<file path="config.mk">
export PLATFORM = sky130hd
export DESIGN_NAME = ccr_unit
export DESIGN_NICKNAME = d
export VERILOG_FILES = /design/src/rtl/ccr_unit_pkg.sv /design/src/rtl/ccr_shadow_stack.sv /design/src/rtl/ccr_unit.sv
export SDC_FILE = /design/constraint.sdc
export NUM_CORES = 1
export LEC_CHECK = 0
export ABC_AREA = 1
export BUFFER_PORTS_ARGS = -buffer_cell sky130_fd_sc_hd__buf_2
export CAP_MARGIN = 20
export CORE_UTILIZATION = 56
export DETAILED_ROUTE_END_ITERATION = 8
export PLACE_DENSITY = 0.89
export SLEW_MARGIN = 10
export SYNTH_ARGS = -nofsm -noshare
export SYNTH_HDL_FRONTEND = slang
export SYNTH_HIERARCHICAL = 1
export SYNTH_SLANG_ARGS = --single-unit
export TNS_END_PERCENT = 1
</file>
<file path="constraint.sdc">
create_clock -name clk -period 3.87 [get_ports clk]
set_input_delay 0.5805 -clock clk [delete_from_list [all_inputs] [get_ports clk]]
set_output_delay 0.5805 -clock clk [all_outputs]
set_load 0.02 [all_outputs]
</file>
<file path="src/rtl/ccr_unit_pkg.sv">
// Shared processor definitions for condition-code handling.
// The branch unit uses the same flag indices and branch encodings.
package ccr_unit_pkg;

  localparam int CCR_W  = 4;
  localparam int FLAG_W = 3;

  localparam int FLAG_Z = 0;
  localparam int FLAG_N = 1;
  localparam int FLAG_C = 2;

  typedef enum logic [1:0] {
    BR_JZ  = 2'b00,
    BR_JN  = 2'b01,
    BR_JC  = 2'b10,
    BR_JMP = 2'b11
  } br_type_e;

endpackage

</file>
<file path="src/rtl/ccr_shadow_stack.sv">
// LIFO of saved condition-code values used across interrupt nesting.
// Pushes on a full stack and pops on an empty stack are ignored here.
module ccr_shadow_stack #(
  parameter int DEPTH = 2,
  parameter int W     = 3,
  localparam int CNT_W = $clog2(DEPTH + 1)
) (
  input  logic             clk,
  input  logic             rst_n,
  input  logic             push,
  input  logic             pop,
  input  logic [W-1:0]     din,
  output logic [W-1:0]     dout,
  output logic [CNT_W-1:0] count,
  output logic             full,
  output logic             empty
);

  logic [W-1:0]     mem_r [DEPTH];
  logic [CNT_W-1:0] count_r;
  logic             full_s;
  logic             empty_s;
  logic             push_ok_s;
  logic             pop_ok_s;
  logic [W-1:0]     dout_s;

  assign full_s    = (count_r == CNT_W'(DEPTH));
  assign empty_s   = (count_r == {CNT_W{1'b0}});
  // A pop takes precedence when both are requested.
  assign pop_ok_s  = pop & ~empty_s;
  assign push_ok_s = push & ~pop & ~full_s;

  // Storage and occupancy update.
  always_ff @(posedge clk or negedge rst_n) begin
    if (!rst_n) begin
      count_r <= {CNT_W{1'b0}};
      for (int i = 0; i < DEPTH; i++) begin
        mem_r[i] <= {W{1'b0}};
      end
    end else if (pop_ok_s) begin
      count_r <= count_r - CNT_W'(1);
    end else if (push_ok_s) begin
      count_r <= count_r + CNT_W'(1);
      for (int i = 0; i < DEPTH; i++) begin
        if (count_r == CNT_W'(i)) begin
          mem_r[i] <= din;
        end
      end
    end else begin
      count_r <= count_r;
    end
  end

  // Top-of-stack read; zero when empty.
  always_comb begin
    dout_s = {W{1'b0}};
    for (int i = 0; i < DEPTH; i++) begin
      dout_s = (count_r == CNT_W'(i + 1)) ? mem_r[i] : dout_s;
    end
  end

  assign dout  = dout_s;
  assign count = count_r;
  assign full  = full_s;
  assign empty = empty_s;

endmodule

</file>
<file path="src/rtl/ccr_unit.sv">
// Condition code register with branch-driven flag clearing and a
// shadow stack that saves/restores the CCR across interrupts.
module ccr_unit
  import ccr_unit_pkg::*;
#(
  parameter int SHADOW_DEPTH = 2
) (
  input  logic             clk,
  input  logic             rst_n,
  input  logic             stall,
  input  logic [2:0]       alu_flags,
  input  logic [2:0]       flag_we,
  input  logic             setc,
  input  logic             clrc,
  input  logic             br_taken,
  input  logic [1:0]       br_type,
  input  logic             int_save,
  input  logic             rti_restore,
  output logic [CCR_W-1:0] ccr,
  output logic             shadow_ovf,
  output logic             shadow_unf
);

  localparam int CNT_W = $clog2(SHADOW_DEPTH + 1);

  logic [FLAG_W-1:0] flags_r;
  logic              shadow_ovf_r;
  logic              shadow_unf_r;

  logic [FLAG_W-1:0] flags_next_s;
  logic [FLAG_W-1:0] tested_mask_s;
  logic [FLAG_W-1:0] alu_masked_s;
  logic              br_clear_s;
  logic              restore_s;
  logic              underflow_s;
  logic              push_s;
  logic              ovf_set_s;
  logic [FLAG_W-1:0] stack_dout_s;
  logic [CNT_W-1:0]  stack_count_s;
  logic              stack_full_s;
  logic              stack_empty_s;

  // Restore wins over save; stall suppresses every stack request.
  assign restore_s   = rti_restore & ~stall & ~stack_empty_s;
  assign underflow_s = rti_restore & ~stall & (stack_count_s == {CNT_W{1'b0}});
  assign push_s      = int_save & ~stall & ~rti_restore;
  assign ovf_set_s   = push_s & stack_full_s;
  assign br_clear_s  = (tested_mask_s != {FLAG_W{1'b0}});

  assign alu_masked_s = (flags_r & ~flag_we) | (alu_flags & flag_we);

  // Flag tested by a taken conditional branch; JMP tests nothing.
  always_comb begin
    tested_mask_s = {FLAG_W{1'b0}};
    if (br_taken) begin
      case (br_type_e'(br_type))
        BR_JZ:   tested_mask_s[FLAG_Z] = 1'b1;
        BR_JN:   tested_mask_s[FLAG_N] = 1'b1;
        BR_JC:   tested_mask_s[FLAG_C] = 1'b1;
        BR_JMP:  tested_mask_s = {FLAG_W{1'b0}};
        default: tested_mask_s = {FLAG_W{1'b0}};
      endcase
    end else begin
      tested_mask_s = {FLAG_W{1'b0}};
    end
  end

  // Single highest-priority source selects the next flag value.
  always_comb begin
    flags_next_s = flags_r;
    if (stall) begin
      flags_next_s = flags_r;
    end else if (restore_s) begin
      flags_next_s = stack_dout_s;
    end else if (underflow_s) begin
      flags_next_s = flags_r;
    end else if (br_clear_s) begin
      flags_next_s = alu_masked_s & ~tested_mask_s;
    end else if (setc | clrc) begin
      flags_next_s         = flags_r;
      flags_next_s[FLAG_C] = ~clrc;
    end else begin
      flags_next_s = alu_masked_s;
    end
  end

  // Architectural state and status flags.
  always_ff @(posedge clk or negedge rst_n) begin
    if (!rst_n) begin
      flags_r      <= {FLAG_W{1'b0}};
      shadow_ovf_r <= 1'b0;
      shadow_unf_r <= 1'b0;
    end else if (stall) begin
      flags_r      <= flags_r;
      shadow_ovf_r <= shadow_ovf_r;
      shadow_unf_r <= 1'b0;
    end else begin
      flags_r      <= flags_next_s;
      shadow_ovf_r <= shadow_ovf_r | ovf_set_s;
      shadow_unf_r <= underflow_s;
    end
  end

  // The saved value is the one ccr will show after this edge.
  ccr_shadow_stack #(
    .DEPTH (SHADOW_DEPTH),
    .W     (FLAG_W)
  ) u_shadow_stack (
    .clk   (clk),
    .rst_n (rst_n),
    .push  (push_s),
    .pop   (restore_s),
    .din   (flags_next_s),
    .dout  (stack_dout_s),
    .count (stack_count_s),
    .full  (stack_full_s),
    .empty (stack_empty_s)
  );

  assign ccr        = {1'b0, flags_r};
  assign shadow_ovf = shadow_ovf_r;
  assign shadow_unf = shadow_unf_r;

endmodule
</file>
==> results of run 1 <==
## report_power, final
group	switching, mW	internal, mW	leakage (nW)
clock network	0.0460	0.0401	0.0150
logic	0.204	0.109	0.460
registers	0.0403	0.190	0.163
## synth_stat cells (all sizes together)
cell    instances
or2             1
nand3          15
o21ai           2
conb            1
ha              4
inv            18
nand2          56
a21o            1
dfrtp          13
clkbuf          1
nor2           13
buf             2
nand3b          1
a21oi           4
nand4           6
## through the flow
stage	hold WS [ns]	std cells	power, mW	worst slack, ns	instance area [µm²]
after floorplan	0.2849	138	0.4685	2.346	954.7
after global placement	0.4483	171	0.5309	2.098	1042
after detailed placement	0.4424	171	0.5439	2.043	1042
after CTS	0.1790	175	0.6319	2.152	1069
after global routing	0.1956	175	0.6873	1.985	1069
final	0.1727	175	0.6291	2.144	1069
## state kept, by name, indices dropped and copies added, names as in the netlist
name and cells:
u_shadow_stack/count 2, shadow_unf 1, u_shadow_stack/mem_r 6, shadow_ovf 1, flags_r 3
## final cells by class
| type | instances | area [µm²] | area share [%] |
|---|---|---|---|
| Inverter | 18 | 67.56 | 6.323 |
| Sequential cell | 13 | 325.3 | 30.45 |
| Clock buffer | 4 | 26.28 | 2.459 |
| Timing Repair Buffer | 20 | 100.1 | 9.368 |
| Multi-Input combinational cell | 104 | 529.3 | 49.53 |
| Tap cell | 16 | 20.02 | 1.874 |
## placed cells by master, fill, tap and decap left out
| cell type | netlist | final |
|---|---|---|
| a21oi_1 | 4 | 4 |
| clkbuf_4 | 0 | 3 |
| nand3b_1 | 1 | 1 |
| or2_0 | 1 | 1 |
| a21o_1 | 1 | 1 |
| nor2_4 | 3 | 3 |
| o21ai_0 | 2 | 2 |
| nor2_2 | 1 | 1 |
| nand2_2 | 4 | 4 |
| nand4_1 | 6 | 6 |
| conb_1 | 1 | 1 |
| clkbuf_1 | 0 | 1 |
| nand2_1 | 51 | 51 |
| inv_1 | 16 | 16 |
| nand2_4 | 1 | 1 |
| buf_2 | 0 | 20 |
| nor2_1 | 9 | 9 |
| ha_1 | 4 | 4 |
| nand3_2 | 2 | 2 |
| nand3_1 | 13 | 13 |
| dfrtp_1 | 13 | 13 |
| inv_2 | 2 | 2 |
## layer usage
layer  part of all wire (%)  vias to the layer above  global-route usage [%]
met2                     51                       33                   40.90
li1                       -                      475                       -
met5                      0                        -                       0
met3                    6.0                        6                   3.830
met1                     41                      412                   31.18
met4                    1.9                        0                   12.12
## critical path, stage by stage, from the launching register on
cell     delay, ns
dfrtp_1       0.42
inv_1         0.14
ha_1          0.33
inv_1         0.12
nand3_1       0.08
nand2_1       0.06
nor2_1        0.09
nor2_1        0.04
nand2_1       0.08
nand2_1       0.09
nand4_1       0.10
nand2_1       0.06
## kinds of logic (layout without fill, tap and decap cells)
| kind of cell | Yosys count | in the layout | share of synthesized area [%] |
|---|---|---|---|
| buf+inv | 21 | 42 | 10.49 |
| other cells | 1 | 1 | 0.3928 |
| fa+ha+maj | 4 | 4 | 5.243 |
| flops | 13 | 13 | 34.08 |
| simple gates | 92 | 92 | 45.87 |
| compound gates | 7 | 7 | 3.932 |
## worst paths after layout
check                                                          from                             endpoint  slack, ns  depth (start not counted)
worst max-delay path            u_shadow_stack/count[0]$_DFFE_PN0P_  u_shadow_stack/mem_r[4]$_DFFE_PN0P_       2.14                         11
worst min register to register               shadow_ovf$_DFFE_PN0N_               shadow_ovf$_DFFE_PN0N_       0.46                          1
max in group asynchronous                                     rst_n               flags_r[2]$_DFFE_PN0N_       3.47                          1
worst max register to register  u_shadow_stack/count[0]$_DFFE_PN0P_  u_shadow_stack/mem_r[4]$_DFFE_PN0P_       2.14                         11
min in group clk                             shadow_ovf$_DFFE_PN0N_               shadow_ovf$_DFFE_PN0N_       0.46                          1
worst min-delay path                                          rst_n  u_shadow_stack/mem_r[2]$_DFFE_PN0P_       0.17                          1
==> results_dict.tcl, run 1 <==
set metrics [dict create \
    cts_resized 0 \
    firstDrtPassIters 6 \
    wl_um 1910 \
    synth_top_area_share_pct 34.08 \
    grt_antenna_before_repair 0 \
    area_growth_pct 11.93 \
    end_kind "flop" \
    drv_cap 0 \
    ir_drop_mv 0.3578 \
    critPathKind "flop to flop" \
    fmax_mhz 579.5 \
    core_mm2 0.001541 \
    cp_data_required_time_ns 4.05 \
    dp_hpwl_um 1520 \
    die_height_um 43.29 \
    start_util_pct 61.93 \
    fin_util_pct 69.32 \
    ys_ff_latch 13 \
    period_share_pct 44.59 \
    setup_tns_ns 0 \
    drt-vias-per-instance 5.291 \
    ant_nets 0 \
    rsz0062_at_grt "no" \
    hold_viol_final 0 \
    grt_overflow 0 \
    grt_usage_pct 24.80 \
    cts_buffers 3 \
    avgSynthCellArea_um2 6.918 \
    vias 926 \
    critPathLaunchType "flop" \
    syn_nets 158 \
    p_per_area_mw_per_mm2 588.8 \
    status "completed" \
    cts_setup_buffers 0 \
    fin_worst_skew_ns 0.003734 \
    num_rows 14 \
    p_leak_nw 0.6382 \
    tritoncts "built" \
    ctsHoldBuffers 0 \
    drive_gt1_share_pct 22.64 \
    gp_congestion 0.8795 \
    yosysWarnings 6 \
    arrival_ns 1.90 \
    drc 0 \
    ios 22 \
    fin_crit_ns 1.726 \
    setup_viol 0 \
    cts_num_sinks 13 \
    synth_cells 138 \
    die_w_um 43.29 \
    path_clk_slew_ns 0.08 \
    tightest_slew_ns 0.7336 \
    htreeDepth 1 \
    nets 180 \
    worstPathMaxFanout 6 \
    antennaDiodeCount 0 \
    relSlewSlack_pct 50.91 \
    synth.top_cells.by_area "dfrtp_1, nand2_1, nand3_1" \
    dieArea_mm2 0.001874 \
    grt_pass1_vias 833 \
    fillCellCount 137 \
    post_drt_wl_per_cell_um 10.91 \
    cts-root-buf "clkbuf_4" \
    grt_pass1_wl_um 3415 \
    drt_iter0_drc 34 \
    clock_latency_ns 0.28 \
    yosysSeqAreaShare_pct 34.08 \
    synth_top_area_cell "dfrtp_1" \
    grt_max_degree 14 \
    clk_path_buf_depth 2 \
    port_buffers 20 \
    synth_cell_types 22 \
    slew_viol_final 0 \
    netlist_area_um2 954.7 \
    min_path_type "primary input to async pin" \
]
Note: power is estimated with default switching activity, not from simulation.
==> run 2: changes to the inputs <==
--- a/config.mk
+++ b/config.mk
@@ -8,9 +8,9 @@
 export ABC_AREA = 1
 export BUFFER_PORTS_ARGS = -buffer_cell sky130_fd_sc_hd__buf_2
 export CAP_MARGIN = 20
-export CORE_UTILIZATION = 56
+export CORE_UTILIZATION = 52
 export DETAILED_ROUTE_END_ITERATION = 8
-export PLACE_DENSITY = 0.89
+export PLACE_DENSITY = 0.84
 export SLEW_MARGIN = 10
 export SYNTH_ARGS = -nofsm -noshare
 export SYNTH_HDL_FRONTEND = slang
==> constraint.sdc (replaced) <==
create_clock -name clk -period 1.63 [get_ports clk]
set_input_delay 0.2445 -clock clk [delete_from_list [all_inputs] [get_ports clk]]
set_output_delay 0.2445 -clock clk [all_outputs]
set_load 0.02 [all_outputs]
==> results_dict.tcl, run 2 (synthesis results as in run 1) <==
set metrics [dict create \
    fin_crit_ns 1.529 \
    grt_antenna_before_repair 0 \
    path_clk_slew_ns 0.08 \
    drt-vias-per-instance 5.026 \
    mostFrequentLayoutCells "nand2_1, buf_2, inv_1" \
    htreeDepth 1 \
    area_growth_pct 24.25 \
    firstDrtPassIters 4 \
    post_drt_wl_per_cell_um 11.37 \
    dp_cells 182 \
    cts_buffers 3 \
    p_leak_nw 0.6826 \
    num_rows 15 \
    hold_viol_final 0 \
    dp_slack_ns -0.002603 \
    die_height_um 44.85 \
    gp_congestion 0.7892 \
    dieArea_mm2 0.002011 \
    hp-start "rti_restore" \
    antennaDiodeCount 0 \
    vias 970 \
    crit_slowest_cell "dfrtp_1" \
    drc 0 \
    reg2reg_slack_ns 0.10 \
    critPathKind "flop to flop" \
    grt_usage_pct 24.52 \
    nets 189 \
    worstPathMaxFanout 3 \
    setup_viol 0 \
    path_common_cell "nand2_1" \
    drv_cap 0 \
    port_buffers 20 \
    grt_overflow 0 \
    drive_gt1_share_pct 29.17 \
    grt_max_degree 14 \
    switching_share_pct 44.88 \
    top_register "u_shadow_stack/mem_r" \
    drt_iter0_drc 25 \
    critPathLaunchType "flop" \
    cp_data_required_time_ns 1.84 \
    p_per_area_mw_per_mm2 1430 \
    ios 22 \
    min_to "shadow_unf$_DFF_PN0_" \
    slew_viol_final 0 \
    fin_worst_skew_ns 0.004064 \
    largest_register_ffs 6 \
    start_util_pct 55.29 \
    arrival_ns 1.74 \
    cts_num_sinks 13 \
    die_w_um 44.85 \
    whs_path_depth 3 \
    core_mm2 0.001727 \
    fmax_mhz 653.8 \
    final_cells 193 \
    cp-startpoint "u_shadow_stack/count[0]$_DFFE_PN0P_" \
    rsz0062_at_grt "yes" \
    grt_pass1_wl_um 3539 \
    min_path_type "primary input to flop" \
    ant_nets 0 \
    worstRegToRegCells 13 \
    internal_power_uw 934.8 \
    setup_tns_ns 0 \
    worstReg2RegStart "u_shadow_stack/count[0]$_DFFE_PN0P_" \
    p_sw_uw 761.2 \
    setup_slack_ns 0.1005 \
    clock_latency_ns 0.27 \
    dp_hpwl_um 1604 \
    path_delay_family "simple AND/OR/NAND/NOR gates" \
    ir_drop_mv 0.8642 \
    end_kind "flop" \
    seq_power_share_pct 32.1 \
    max_stage_delay_ns 0.40 \
    cts-root-buf "clkbuf_4" \
    period_share_pct 93.83 \
    status "completed" \
    power_frac_comb_pct 56.5 \
    whs_ns 0.2975 \
    clkPwrFrac_pct 11.5 \
    r2r-end "u_shadow_stack/mem_r[2]$_DFFE_PN0P_" \
    wl_um 2194 \
    tritoncts "built" \
    grt_pass1_vias 922 \
    final_common_cell "nand2_1" \
    p_total_mw 1.696 \
    clk_path_buf_depth 2 \
    path_cells "buf_6 -> buf_4 -> inv_1 -> nand2_1 -> nor2_4 -> a21oi_1 -> nand2_1 -> nand2_1 -> nand2_1 -> nand2_2 -> nand2_2 -> nand4_1 -> nand2_1" \
    cp_num_buf_inv 3 \
]
run 2: changes by cell type in the layout (fill, tap and decap cells not counted), sizes merged:
cell / change
dlygate4sd3: +1
buf: +8
run 2: worst min-delay path: cells and delay by family:
kind	cells	cell delay (ns)
buffers and inverters	1	0.11
AND/OR/NAND/NOR	2	0.17
run 2: area by class of cell:
cell class,instances,area [µm²]
Clock buffer,4,26.28
Fill cell,157,540.5
Inverter,18,67.56
Multi-Input combinational cell,104,561.8
Sequential cell,13,325.3
Tap cell,25,31.28
Timing Repair Buffer,29,173.9
run 2: power groups by stage:
stage	clock network, mW	logic (mW)	registers, mW
floorplan	0	0.532	0.580
global placement	0	0.741	0.550
detailed placement	0	0.762	0.558
CTS	0.200	0.841	0.537
global route	0.217	1.06	0.556
finish	0.194	0.957	0.544
run 2: timing repair:
action	CTS	global route
setup buffers	3	3
pin swaps	0	3
resized for setup	1	7
setup endpoints to repair	4	6
hold buffers	1	0
endpoints found under the hold margin	13	0
run 2: stage by stage:
stage / cell area, µm² / utilization [%]
2_1_floorplan: 954.7 / -
3_3_place_gp: 1069 / 61.88
3_5_place_dp: 1069 / 61.88
4_1_cts: 1130 / 65.43
5_1_grt: 1186 / 68.70
6_report: 1186 / 68.70
run 2: layer usage:
layer	global-route usage [%]	vias to the layer above	wire length [µm]
li1	-	490	-
met1	26.20	454	950
met2	47.06	22	1155
met3	7.600	4	66
met4	4.848	0	21
met5	0	-	0
run 2: worst max-delay path by stage:
stage,endpoint,slack [ns],cells past startpoint
after floorplan,u_shadow_stack/mem_r[0]$_DFFE_PN0P_,0.14,9
after global placement,u_shadow_stack/mem_r[2]$_DFFE_PN0P_,0.08,10
after detailed placement,u_shadow_stack/mem_r[4]$_DFFE_PN0P_,-0.003,10
after CTS,u_shadow_stack/mem_r[2]$_DFFE_PN0P_,0.04,10
after global routing,u_shadow_stack/mem_r[5]$_DFFE_PN0P_,-0.0008,13
final,u_shadow_stack/mem_r[2]$_DFFE_PN0P_,0.10,13
==> run 3: changes to the inputs <==
--- a/config.mk
+++ b/config.mk
@@ -5,15 +5,14 @@
 export SDC_FILE = /design/constraint.sdc
 export NUM_CORES = 1
 export LEC_CHECK = 0
-export ABC_AREA = 1
 export BUFFER_PORTS_ARGS = -buffer_cell sky130_fd_sc_hd__buf_2
 export CAP_MARGIN = 20
 export CORE_UTILIZATION = 52
 export DETAILED_ROUTE_END_ITERATION = 8
-export PLACE_DENSITY = 0.84
+export PLACE_DENSITY = 0.85
+export SKIP_CTS_REPAIR_TIMING = 1
 export SLEW_MARGIN = 10
 export SYNTH_ARGS = -nofsm -noshare
 export SYNTH_HDL_FRONTEND = slang
-export SYNTH_HIERARCHICAL = 1
 export SYNTH_SLANG_ARGS = --single-unit
 export TNS_END_PERCENT = 1
==> results_dict.tcl, run 3 <==
set metrics [dict create \
    status "finished, violations left" \
    failed_checks "DRC" \
    largest_register_ffs 6 \
    start_util_pct 58.02 \
    post_drt_wl_per_cell_um 13.69 \
    synth-main-ff-cell "dfrtp_1" \
    drv_cap 0 \
    fmax_mhz 651.4 \
    cts_num_sinks 13 \
    tritoncts "built" \
    power_frac_comb_pct 49.8 \
    clock_latency_ns 0.27 \
    port_buffers 20 \
    p_per_area_mw_per_mm2 1378 \
    ios 22 \
    clkPwrFrac_pct 12.9 \
    ant_nets 0 \
    synth_compound_area_share_pct 18.74 \
    synthAdderAreaFrac_pct 5.472 \
    avgSynthCellArea_um2 9.333 \
    yosysWarnings 0 \
    setup_viol 0 \
    path_clk_slew_ns 0.08 \
    fin_crit_ns 1.535 \
    synth-simple-area-share_pct 23.12 \
    final_common_cell "buf_2" \
    switching_share_pct 40.13 \
    critPathKind "flop to flop" \
    mostFrequentLayoutCells "buf_2, dfrtp_1, nor2_1, nand2_1" \
    synth_cell_types 38 \
    cts-root-buf "clkbuf_4" \
    grt_antenna_before_repair 0 \
    htreeDepth 1 \
    synth_top_area_share_pct 35.57 \
    grt_usage_pct 23.83 \
    yosysSeqAreaShare_pct 35.57 \
    p_leak_nw 0.5105 \
    period_share_pct 94.19 \
    antennaDiodeCount 0 \
    ir_drop_mv 0.8870 \
    rsz0062_at_grt "yes" \
    dp_hpwl_um 1508 \
    synth_top_area_cell "dfrtp_1" \
    core_mm2 0.001577 \
    fin_worst_skew_ns 0.001595 \
    arrival_ns 1.68 \
    grt_overflow 0 \
    top_register "u_shadow_stack.mem_r" \
    cp_data_required_time_ns 1.77 \
    synth_edf_count 0 \
    synth_mux_area_share_pct 8.892 \
    synth_cells 98 \
    seq_power_share_pct 37.3 \
    drc 1 \
    die_w_um 43.94 \
    num_rows 14 \
    gp_congestion 0.8461 \
    min_path_type "primary input to flop" \
    drive_gt1_share_pct 31.20 \
    ys_ff_latch 13 \
    drt-vias-per-instance 5.681 \
    firstDrtPassIters 6 \
    synth.top_cells.by_area "dfrtp_1, mux2i_1, ha_1" \
    cts_buffers 3 \
    drt_iter0_drc 39 \
    setup_slack_ns 0.09477 \
    p_total_mw 1.507 \
    yosysMostFrequentCell "dfrtp_1" \
    syn_nets 118 \
    synth_common_cells "dfrtp_1, nand2_1, nor2_1, mux2i_1, inv_1" \
    worstPathMaxFanout 5 \
    end_kind "flop" \
    wl_um 1930 \
    netlist_area_um2 914.6 \
    grt_pass1_wl_um 3325 \
    nets 146 \
    hold_viol_final 0 \
    slew_viol_final 0 \
    internal_power_uw 902.2 \
    p_sw_uw 604.9 \
    vias 801 \
    die_height_um 43.94 \
    whs_ns 0.2232 \
    synth_xor_area_share_pct 0.9576 \
    synth_top_family_by_area "simple AND/OR/NAND/NOR gates" \
    dp_slack_ns 0.02446 \
    dieArea_mm2 0.001931 \
    critPathLaunchType "flop" \
    grt_pass1_vias 768 \
    clk_path_buf_depth 2 \
    grt_max_degree 14 \
    async_reset_ff_share_pct 100.0 \
    area_growth_pct 19.56 \
]
## run 3: power groups by stage
stage                     Clock (mW)  Combinational, mW  Sequential (mW)
after floorplan                    0              0.444            0.602
after global placement             0              0.722            0.557
after detailed placement           0              0.736            0.561
after CTS                      0.200              0.738            0.557
after global routing           0.218              0.847            0.580
final                          0.195              0.750            0.562
## run 3: logic make-up after synthesis
family | Yosys count
mux | 8
buf+inv | 11
fa+ha+maj | 4
simple gates | 35
xor+xnor | 1
compound gates | 25
flops | 13
other cells | 1
## run 3: final cells by class
cell class | instances | area, µm²
timing repair buffer | 28 | 162.7
multi-input combinational | 74 | 536.8
clock buffer | 4 | 26.28
sequential | 13 | 325.3
inverter | 6 | 22.52
fill | 111 | 483.0
tap | 16 | 20.02
## run 3: worst paths after layout
path,startpoint,endpoint,slack (ns),cells after the start
max in group asynchronous,rst_n,u_shadow_stack.mem_r[1]$_DFFE_PN0P_,1.03,2
worst min register to register,shadow_ovf$_DFFE_PN0N_,shadow_ovf$_DFFE_PN0N_,0.47,1
worst max-delay path,u_shadow_stack.count[0]$_DFFE_PN0P_,u_shadow_stack.mem_r[4]$_DFFE_PN0P_,0.09,6
worst min-delay path,int_save,shadow_ovf$_DFFE_PN0N_,0.22,2
min in group asynchronous,rst_n,u_shadow_stack.count[0]$_DFFE_PN0P_,0.38,2
worst max register to register,u_shadow_stack.count[0]$_DFFE_PN0P_,u_shadow_stack.mem_r[4]$_DFFE_PN0P_,0.09,6
## run 3: through the flow
step,utilization [%],setup TNS (ns),std cells,area (µm²)
finish,69.37,0,141,1094
CTS,68.25,0,140,1076
detailed placement,66.59,0,136,1050
floorplan,-,0,98,917.1
global route,69.37,-0.02376,141,1094
global placement,66.59,0,136,1050
## run 3: critical path, stage by stage, from the launching register on
cell and delay (ns):
dfrtp_1 0.36, inv_2 0.06, ha_2 0.20, nor4b_4 0.31, and2_4 0.24, mux2i_1 0.18, a31oi_1 0.06
## run 3: routing by layer
| layer | vias up | GRT usage (%) | wire length, µm |
|---|---|---|---|
| met3 | 2 | 6.250 | 123 |
| met5 | - | 0 | 0 |
| li1 | 402 | - | - |
| met2 | 26 | 37.01 | 903 |
| met1 | 371 | 31.07 | 882 |
| met4 | 0 | 10.91 | 20 |
